File: src/rtl/cpu_clk_ctrl_if.sv
// Control/status bundle between the board controls, the processor and cpu_clk_ctrl.
// The master side drives the requests; the slave side is the controller itself.
interface cpu_clk_ctrl_if;
    logic        run_req;
    logic        halt_req;
    logic        step_btn;
    logic        cpu_hlt;
    logic [1:0]  div_sel;
    logic        cpu_ce;
    logic        dclk;
    logic [1:0]  state;
    logic [15:0] tick_count;

    modport master (
        output run_req, halt_req, step_btn, cpu_hlt, div_sel,
        input  cpu_ce, dclk, state, tick_count
    );

    modport slave (
        input  run_req, halt_req, step_btn, cpu_hlt, div_sel,
        output cpu_ce, dclk, state, tick_count
    );
endinterface

File: src/rtl/cpu_clk_ctrl.sv
// Sequenced clock-enable controller: HALT, RUN at a selectable rate, or single STEP,
// producing a one-cycle cpu_ce, an LED-friendly dclk level and a pulse counter.
module cpu_clk_ctrl #(
    parameter int unsigned PERIOD = 32'd10_000_000,
    parameter int unsigned HIGH   = 32'd8_000_000,
    parameter int unsigned CW     = 32'd24
) (
    input  logic           clk,
    input  logic           rst_n,
    cpu_clk_ctrl_if.slave  bus
);

    typedef enum logic [1:0] {
        S_HALTED  = 2'd0,
        S_RUNNING = 2'd1,
        S_STEP    = 2'd2
    } state_t;

    localparam logic [CW-1:0] CNT_ZERO = {CW{1'b0}};
    localparam logic [CW-1:0] CNT_ONE  = {{(CW-1){1'b0}}, 1'b1};

    // Last count value of a period for a given rate; full speed wraps every cycle.
    function automatic logic [CW-1:0] p_m1_f(input logic [1:0] sel);
        logic [CW-1:0] v;
        case (sel)
            2'd0:    v = CW'(PERIOD - 32'd1);
            2'd1:    v = CW'((PERIOD >> 32'd1) - 32'd1);
            2'd2:    v = CW'((PERIOD >> 32'd2) - 32'd1);
            default: v = CNT_ZERO;
        endcase
        return v;
    endfunction

    function automatic logic [CW-1:0] h_f(input logic [1:0] sel);
        logic [CW-1:0] v;
        case (sel)
            2'd0:    v = CW'(HIGH);
            2'd1:    v = CW'(HIGH >> 32'd1);
            2'd2:    v = CW'(HIGH >> 32'd2);
            default: v = {CW{1'b1}};
        endcase
        return v;
    endfunction

    function automatic logic dclk_f(input state_t st, input logic [1:0] sel,
                                    input logic [CW-1:0] cnt);
        logic v;
        case (st)
            S_RUNNING: v = (sel == 2'd3) ? 1'b1 : (cnt < h_f(sel));
            S_STEP:    v = 1'b1;
            default:   v = 1'b0;
        endcase
        return v;
    endfunction

    logic          r_sync1, r_sync2, r_prev;
    state_t        r_state;
    logic [CW-1:0] r_cnt;
    logic [1:0]    r_sel;
    logic          r_ce;
    logic          r_dclk;
    logic [15:0]   r_tick;

    state_t        w_state_nxt;
    logic [CW-1:0] w_cnt_nxt;
    logic [1:0]    w_sel_nxt;
    logic          w_ce_nxt;
    logic          w_dclk_nxt;
    logic          w_step_rise;
    logic          w_stop;

    assign w_step_rise = r_sync2 & ~r_prev;
    assign w_stop      = bus.halt_req | bus.cpu_hlt;

    // Step button synchronizer and edge-detect history.
    always_ff @(posedge clk or negedge rst_n) begin
        if (!rst_n) begin
            r_sync1 <= 1'b0;
            r_sync2 <= 1'b0;
            r_prev  <= 1'b0;
        end else begin
            r_sync1 <= bus.step_btn;
            r_sync2 <= r_sync1;
            r_prev  <= r_sync2;
        end
    end

    // Next-state, counter, rate latch and pulse decode.
    always_comb begin
        w_state_nxt = r_state;
        w_cnt_nxt   = r_cnt;
        w_sel_nxt   = r_sel;
        w_ce_nxt    = 1'b0;
        case (r_state)
            S_HALTED: begin
                w_cnt_nxt = CNT_ZERO;
                if (w_stop) begin
                    w_state_nxt = S_HALTED;
                end else if (bus.run_req) begin
                    w_state_nxt = S_RUNNING;
                    w_sel_nxt   = bus.div_sel;
                end else if (w_step_rise) begin
                    w_state_nxt = S_STEP;
                    w_ce_nxt    = 1'b1;
                end else begin
                    w_state_nxt = S_HALTED;
                end
            end
            S_RUNNING: begin
                // Halt beats the period boundary, so no pulse escapes on the halt edge.
                if (w_stop) begin
                    w_state_nxt = S_HALTED;
                    w_cnt_nxt   = CNT_ZERO;
                end else if (r_cnt == p_m1_f(r_sel)) begin
                    w_cnt_nxt = CNT_ZERO;
                    w_ce_nxt  = 1'b1;
                    w_sel_nxt = bus.div_sel;
                end else begin
                    w_cnt_nxt = r_cnt + CNT_ONE;
                end
            end
            S_STEP: begin
                w_state_nxt = S_HALTED;
                w_cnt_nxt   = CNT_ZERO;
            end
            default: begin
                w_state_nxt = S_HALTED;
                w_cnt_nxt   = CNT_ZERO;
            end
        endcase
        w_dclk_nxt = dclk_f(w_state_nxt, w_sel_nxt, w_cnt_nxt);
    end

    // Main state registers; dclk is registered from the decoded next state.
    always_ff @(posedge clk or negedge rst_n) begin
        if (!rst_n) begin
            r_state <= S_HALTED;
            r_cnt   <= CNT_ZERO;
            r_sel   <= 2'd0;
            r_ce    <= 1'b0;
            r_dclk  <= 1'b0;
        end else begin
            r_state <= w_state_nxt;
            r_cnt   <= w_cnt_nxt;
            r_sel   <= w_sel_nxt;
            r_ce    <= w_ce_nxt;
            r_dclk  <= w_dclk_nxt;
        end
    end

    // Issued-pulse counter, free-wrapping.
    always_ff @(posedge clk or negedge rst_n) begin
        if (!rst_n) begin
            r_tick <= 16'h0000;
        end else begin
            r_tick <= r_tick + {15'd0, r_ce};
        end
    end

    assign bus.cpu_ce     = r_ce;
    assign bus.dclk       = r_dclk;
    assign bus.state      = r_state;
    assign bus.tick_count = r_tick;

endmodule

File: src/flat_wrapper.sv
// flat-port wrapper written by rule: the top's interface ports become plain ports
module cpu_clk_ctrl_flat 
#(
    parameter int unsigned PERIOD = 32'd10_000_000,
    parameter int unsigned HIGH   = 32'd8_000_000,
    parameter int unsigned CW     = 32'd24
)
  (clk, rst_n, bus_run_req, bus_halt_req, bus_step_btn, bus_cpu_hlt, bus_div_sel, bus_cpu_ce, bus_dclk, bus_state, bus_tick_count);
  cpu_clk_ctrl_if bus_i ();
  input  logic clk;
  input  logic rst_n;
  input wire logic [$bits(bus_i.run_req)-1:0] bus_run_req;
  input wire logic [$bits(bus_i.halt_req)-1:0] bus_halt_req;
  input wire logic [$bits(bus_i.step_btn)-1:0] bus_step_btn;
  input wire logic [$bits(bus_i.cpu_hlt)-1:0] bus_cpu_hlt;
  input wire logic [$bits(bus_i.div_sel)-1:0] bus_div_sel;
  output wire logic [$bits(bus_i.cpu_ce)-1:0] bus_cpu_ce;
  output wire logic [$bits(bus_i.dclk)-1:0] bus_dclk;
  output wire logic [$bits(bus_i.state)-1:0] bus_state;
  output wire logic [$bits(bus_i.tick_count)-1:0] bus_tick_count;
  assign bus_i.run_req = bus_run_req;
  assign bus_i.halt_req = bus_halt_req;
  assign bus_i.step_btn = bus_step_btn;
  assign bus_i.cpu_hlt = bus_cpu_hlt;
  assign bus_i.div_sel = bus_div_sel;
  assign bus_cpu_ce = bus_i.cpu_ce;
  assign bus_dclk = bus_i.dclk;
  assign bus_state = bus_i.state;
  assign bus_tick_count = bus_i.tick_count;
  cpu_clk_ctrl #(.PERIOD(PERIOD), .HIGH(HIGH), .CW(CW)) u_core (.clk(clk), .rst_n(rst_n), .bus(bus_i));
endmodule
File: config.mk
export PLATFORM = sky130hd
export DESIGN_NAME = cpu_clk_ctrl_flat
export DESIGN_NICKNAME = d
export VERILOG_FILES = /design/src/rtl/cpu_clk_ctrl_if.sv /design/src/rtl/cpu_clk_ctrl.sv /design/src/flat_wrapper.sv
export SDC_FILE = /design/constraint.sdc
export NUM_CORES = 1
export LEC_CHECK = 0
export BUFFER_PORTS_ARGS = -buffer_cell sky130_fd_sc_hd__buf_2
export CAP_MARGIN = 0
export CORE_AREA = 2 2 82 84
export CTS_BUF_LIST = sky130_fd_sc_hd__clkbuf_16
export CTS_CLUSTER_SIZE = 14
export DETAILED_ROUTE_END_ITERATION = 10
export DIE_AREA = 0 0 84 86
export SYNTH_ARGS = -nofsm -noshare
export SYNTH_HDL_FRONTEND = slang
export SYNTH_SLANG_ARGS = --single-unit
File: constraint.sdc
create_clock -name clk -period 8 [get_ports clk]
set_clock_uncertainty 0.05 [all_clocks]
set_input_delay 0.8 -clock clk [delete_from_list [all_inputs] [get_ports clk]]
set_output_delay 0.8 -clock clk [all_outputs]
set_load 0.03 [all_outputs]
Yosys cells after proc, flatten, opt, wreduce, memory -nomap -nowiden
Index checks and enable logic that the tools add are counted.

word-level totals
  flip-flop bits (word level) = 49
  output and inout bits = 20
  word-level logic and storage cells = 53

operators by class
  add/sub/neg operators = 2
  magnitude comparators = 1
  eq/ne operators = 9
  mux-type cells = 26
  bitwise operators = 3
  reduce and logical (&&, ||, !) cells = 3

operators with widths
  cell                   count
  $mux 24                6
  $pmux 24 s3            2
  $add 24x1->24 const B  1
  $eq 24x24->1           1
  $lt 24x24->1           1
  $add 16x1->16          1
  $mux 2                 8
  $eq 2x1->1 const B     4
  $eq 2x2->1 const B     4
  $pmux 2 s2             2
  $logic_not 2->1        3
  $mux 1                 6
  $pmux 1 s2             2
  $and 1x1->1            1
  $not 1->1              1
  $or 1x1->1             1

Depth between registers and ports, before layout
  depth after elaboration = 14
  depth in mapped cells = 17
  depth with buffers taken out = 17

Worst setup path after synthesis
OpenSTA, ideal clock, no wires.

  path type = register to register
  start point = reg u_core.r_sel[0]
  end point = reg u_core.r_dclk (netlist: u_core.bus.dclk)
  arrival time = 3.977 ns
  data required time = 7.849 ns
  setup slack = 3.872 ns
  stages on the path, launching flop included = 17
  buffers on the path = 0
  clock period less this slack = 4.128 ns
  cell sequence = dfrtp_1 -> inv_1 -> ha_1 -> or3_4 -> a2111oi_4 -> o2111ai_2 -> o22ai_1 -> nand2_1 -> mux2_1 -> ha_1 -> inv_1 -> ha_1 -> a21oi_1 -> o21ai_0 -> a2111oi_0 -> o21ai_0 -> o32ai_1

between the ends
  longest elaborated chain between the ends = 14
  elaborated cells between the ends (all ways) = 24

RTL lines
  element                                   RTL line             source
  from (decl)                               cpu_clk_ctrl.sv:59   logic [1:0] r_sel;
  from (signal assigned)                    cpu_clk_ctrl.sv:145  r_sel <= w_sel_nxt;
  $eq 2x2->1, or another cell as far along  cpu_clk_ctrl.sv:25   case (sel)
  $pmux 24 s3                               cpu_clk_ctrl.sv:25
  $mux 24                                   cpu_clk_ctrl.sv:111  if (w_stop) begin
  $mux 24                                   cpu_clk_ctrl.sv:94   case (r_state)
  $eq 24x24->1                              cpu_clk_ctrl.sv:114  end else if (r_cnt == p_m1_f(r_sel)) begin
  $mux 2                                    cpu_clk_ctrl.sv:114
  $mux 2                                    cpu_clk_ctrl.sv:111
  $pmux 2 s2 *                              cpu_clk_ctrl.sv:94
  net u_core.w_sel_nxt[0]                   cpu_clk_ctrl.sv:66   logic [1:0] w_sel_nxt;
  $eq 2x2->1, or another cell as far along  cpu_clk_ctrl.sv:36   case (sel)
  $pmux 24 s3                               cpu_clk_ctrl.sv:36
  $mux 24                                   cpu_clk_ctrl.sv:48   case (st)
  $lt 24x24->1                              cpu_clk_ctrl.sv:49   S_RUNNING: v = (sel == 2'd3) ? 1'b1 : (cnt < h_f(sel));
  $mux 1 *                                  cpu_clk_ctrl.sv:49
  $pmux 1 s2 *                              cpu_clk_ctrl.sv:48
  net u_core.w_dclk_nxt                     cpu_clk_ctrl.sv:68   logic w_dclk_nxt;
  to (signal assigned)                      cpu_clk_ctrl.sv:147  r_dclk <= w_dclk_nxt;
  to (decl)                                 cpu_clk_ctrl.sv:61   logic r_dclk;

Mark *: on every way through the listed nets, which the timed path passes. The rest lies on a longest branch. The select of a mux whose other input is x is not followed.

Worst setup path in the final report
Ends and elaborated chain as after synthesis.

==> results.yml <==
clock_tree:
  cts_resized: 0
  postCtsHoldBufs: 0
  htree_levels: 2
  cts_tree: "yes"
  post-cts-setup-buffers: 0
  path_clk_slew_ns: 0.06
  clk_latency_ns: 0.29
  numCtsBuffers: 5
  clockBufferDepth: 2
  clock_sinks: 49
  cts_root_buf: "clkbuf_16"
worst_setup_path:
  slowest_stage: "dfrtp_1"
  r2r_end: "u_core.bus.dclk"
  start_kind: "register"
  critPathArrivalTime_ns: 4.72
  worstPathCellList: "inv_1 -> ha_1 -> or3_4 -> a2111oi_4 -> o2111ai_2 -> o22ai_1 -> nand2_1 -> mux2_1 -> ha_1 -> nor2_1 -> ha_1 -> a21oi_1 -> o22ai_1 -> a2111oi_0 -> o21ai_0 -> o32ai_1"
  reg2reg_from: "u_core.r_sel[0]"
  crit_required_ns: 8.14
  crit_path_end_kind: "register"
  worstRegToRegCells: 16
  crit_fanout: 7
  worstSetupPathType: "reg2reg"
  slowest_delay_ns: 0.48
  cpMostUsedCell: "ha_1"
  reg2reg_slack_ns: 3.41
place:
  io_buffers: 27
  place_worst_setup_slack_ns: 3.42
  dp_hpwl_um: 5020
  place_congestion: 0.864
  place_inst: 394
timing:
  fin_tns_setup_ns: 0
  hold_ws_ns: 0.305
  rsz0062_at_grt: "false"
  final-hold-violation-count: 0
  worstMarginPinSlew_ns: 1.10
  finalCritPeriodShare_pct: 57.3
  setup_viol: 0
  finalWorstSetupSlack_ns: 3.41
  slew_headroom_pct: 25.8
  timing.fmax_ghz: 0.218
  drv_slew: 0
  fin_crit_ns: 4.59
routing:
  met2_length_um: 2810
  dr.pass1.iters: 4
  wl_met1_um: 3080
  vias: 2165
  wl_per_cell_um: 15.9
  drt_iter0_markers: 173
  route.met3.wl_um: 348
  drt_wl_total_um: 6400
  avgViaCountPerCell: 5.39
  highest_layer: "met4"
  drt.antenna.violating_nets: 0
  drcViolationCount: 0
floorplanning:
  rows: 29
  core_region_area_um2: 6280
  die_w_um: 84
  io_pins: 28
  die-height_um: 86
  initial_utilization_pct: 46.7
  die_area_um2: 7220
layout:
  final_cell_mix: "49 x dfrtp_1, 41 x nor2_1, 35 x ha_1, 27 x buf_2, 22 x nand2_1"
  final_nets: 367
  n_antenna_cell: 0
  fillers: 570
  syn_to_final_growth_pct: 12.6
  mostFrequentLayoutCell: "dfrtp_1"
  drive_above_1_share_pct: 13.2
  final_cell_count_no_fill: 402
power_and_ir_drop:
  p_leak_nw: 1.59
  power_uw: 593
  p_per_area_nw_per_um2: 180
  irDropWorstVdd_mv: 0.113
synthesis:
  ys_seq_elements: 49
  syn_inst: 293
  syn_area_um2: 2930
  synthesis.nets: 336
  yosysSeqAreaShare_pct: 41.8
  yosys_warnings: 0
  yosysUniqueCellTypes: 37
  syn_avg_cell_area_um2: 10.0
worst_hold_path:
  min-delay-start: "u_core.r_sync1"
  holdPathEnd: "u_core.r_sync2"
  hp-class: "reg2reg"
  min_path_cells: 0
global_routing:
  grt_pass1_wl_um: 10600
  grt_max_degree: 50
  grt_usage_pct: 19.0
  antenna_found_initial: 0
  globalRouteOverflowTotal: 0
  grt_pass1_vias: 2117
status:
  status: "completed"
flow_run:
  cap_violations: 0
## area by class of cell
type	instances	area, um2	area share (%)
clock inverter	3	18.8	0.569
multi-input combinational	228	1640	49.8
inverter	11	41.3	1.25
sequential	49	1230	37.1
tap	77	96.3	2.92
timing repair buffer	29	150	4.55
clock buffer	5	125	3.79
## Yosys cell counts
cell type	count	share of area, %
nor2_1	41	5.2
clkbuf_1	3	0.38
a21oi_1	6	1.0
ha_1	35	15
nand4_1	12	2.6
o21bai_1	1	0.26
inv_1	11	1.4
a21o_1	2	0.51
dfrtp_1	49	42
nand3_1	18	3.1
nand4b_1	1	0.30
xor2_1	18	5.4
mux2i_1	5	1.7
a2111oi_4	1	0.94
o211ai_2	1	0.43
a2111oi_0	2	0.60
nor2b_1	1	0.21
or4_1	2	0.51
and3_1	6	1.3
nor3_1	6	1.0
o2111ai_1	2	0.60
or4b_2	1	0.34
o32ai_1	1	0.30
o2111ai_2	1	0.51
or3_4	1	0.38
xnor2_1	21	6.3
nor4_1	5	1.1
mux2_2	1	0.38
buf_2	2	0.34
and2_0	1	0.21
o21ai_0	6	1.0
a31oi_1	1	0.21
or2_2	1	0.21
nand2_1	22	2.8
o22ai_1	2	0.43
mux2_1	1	0.38
and4_1	3	0.90
## cell families after synthesis
family	synth area share [%]
AND/OR/NAND/NOR	20.1
AO/OA/AOI/OAI	6.83
adder cells (fa/ha/maj)	14.9
buffers and inverters	2.13
flip-flops	41.8
XOR/XNOR	11.7
multiplexers	2.48
## sequential cells by signal, indices dropped and copies added (netlist names)
register               flops
u_core.r_prev              1
u_core.r_cnt              24
u_core.r_sel               2
u_core.r_sync2             1
u_core.bus.tick_count     16
u_core.bus.dclk            1
u_core.bus.cpu_ce          1
u_core.r_sync1             1
u_core.bus.state           2
## where the power goes
group	leakage (nW)	internal [mW]	switching, mW	total [mW]
Clock	0.0672	0.115	0.0879	0.202
Sequential	0.669	0.258	0.00948	0.267
Combinational	0.850	0.0463	0.0770	0.123
Total	1.59	0.419	0.174	0.593
## worst max path at each step
stage | from | end | depth (start not counted)
global route | u_core.r_sel[0] | u_core.bus.dclk | 17
global placement | u_core.r_sel[0] | u_core.bus.dclk | 16
detailed placement | u_core.r_sel[0] | u_core.bus.dclk | 16
floorplan | u_core.r_sel[0] | u_core.bus.dclk | 16
finish | u_core.r_sel[0] | u_core.bus.dclk | 16
CTS | u_core.r_sel[0] | u_core.bus.dclk | 16
## worst max-delay path: cells and delay by family (launching register included)
kind	cells	cell delay, ns
compound gates	8	1.86
fa+ha+maj	3	0.84
simple gates	3	0.74
flops	1	0.48
mux	1	0.41
buf+inv	1	0.10
## metrics by stage
step / area, um2 / utilization (%)
finish: 3300 / 52.6
global route: 3300 / 52.6
CTS: 3300 / 52.6
detailed placement: 3160 / 50.3
global placement: 3160 / 50.3
floorplan: 2930 / -
## layer usage
layer | vias up | GRT usage, %
met3 | 13 | 4.04
met5 | - | 0
met4 | 0 | 8.06
li1 | 1102 | -
met1 | 994 | 25.9
met2 | 56 | 29.6
(Power assumes the default switching activity.)
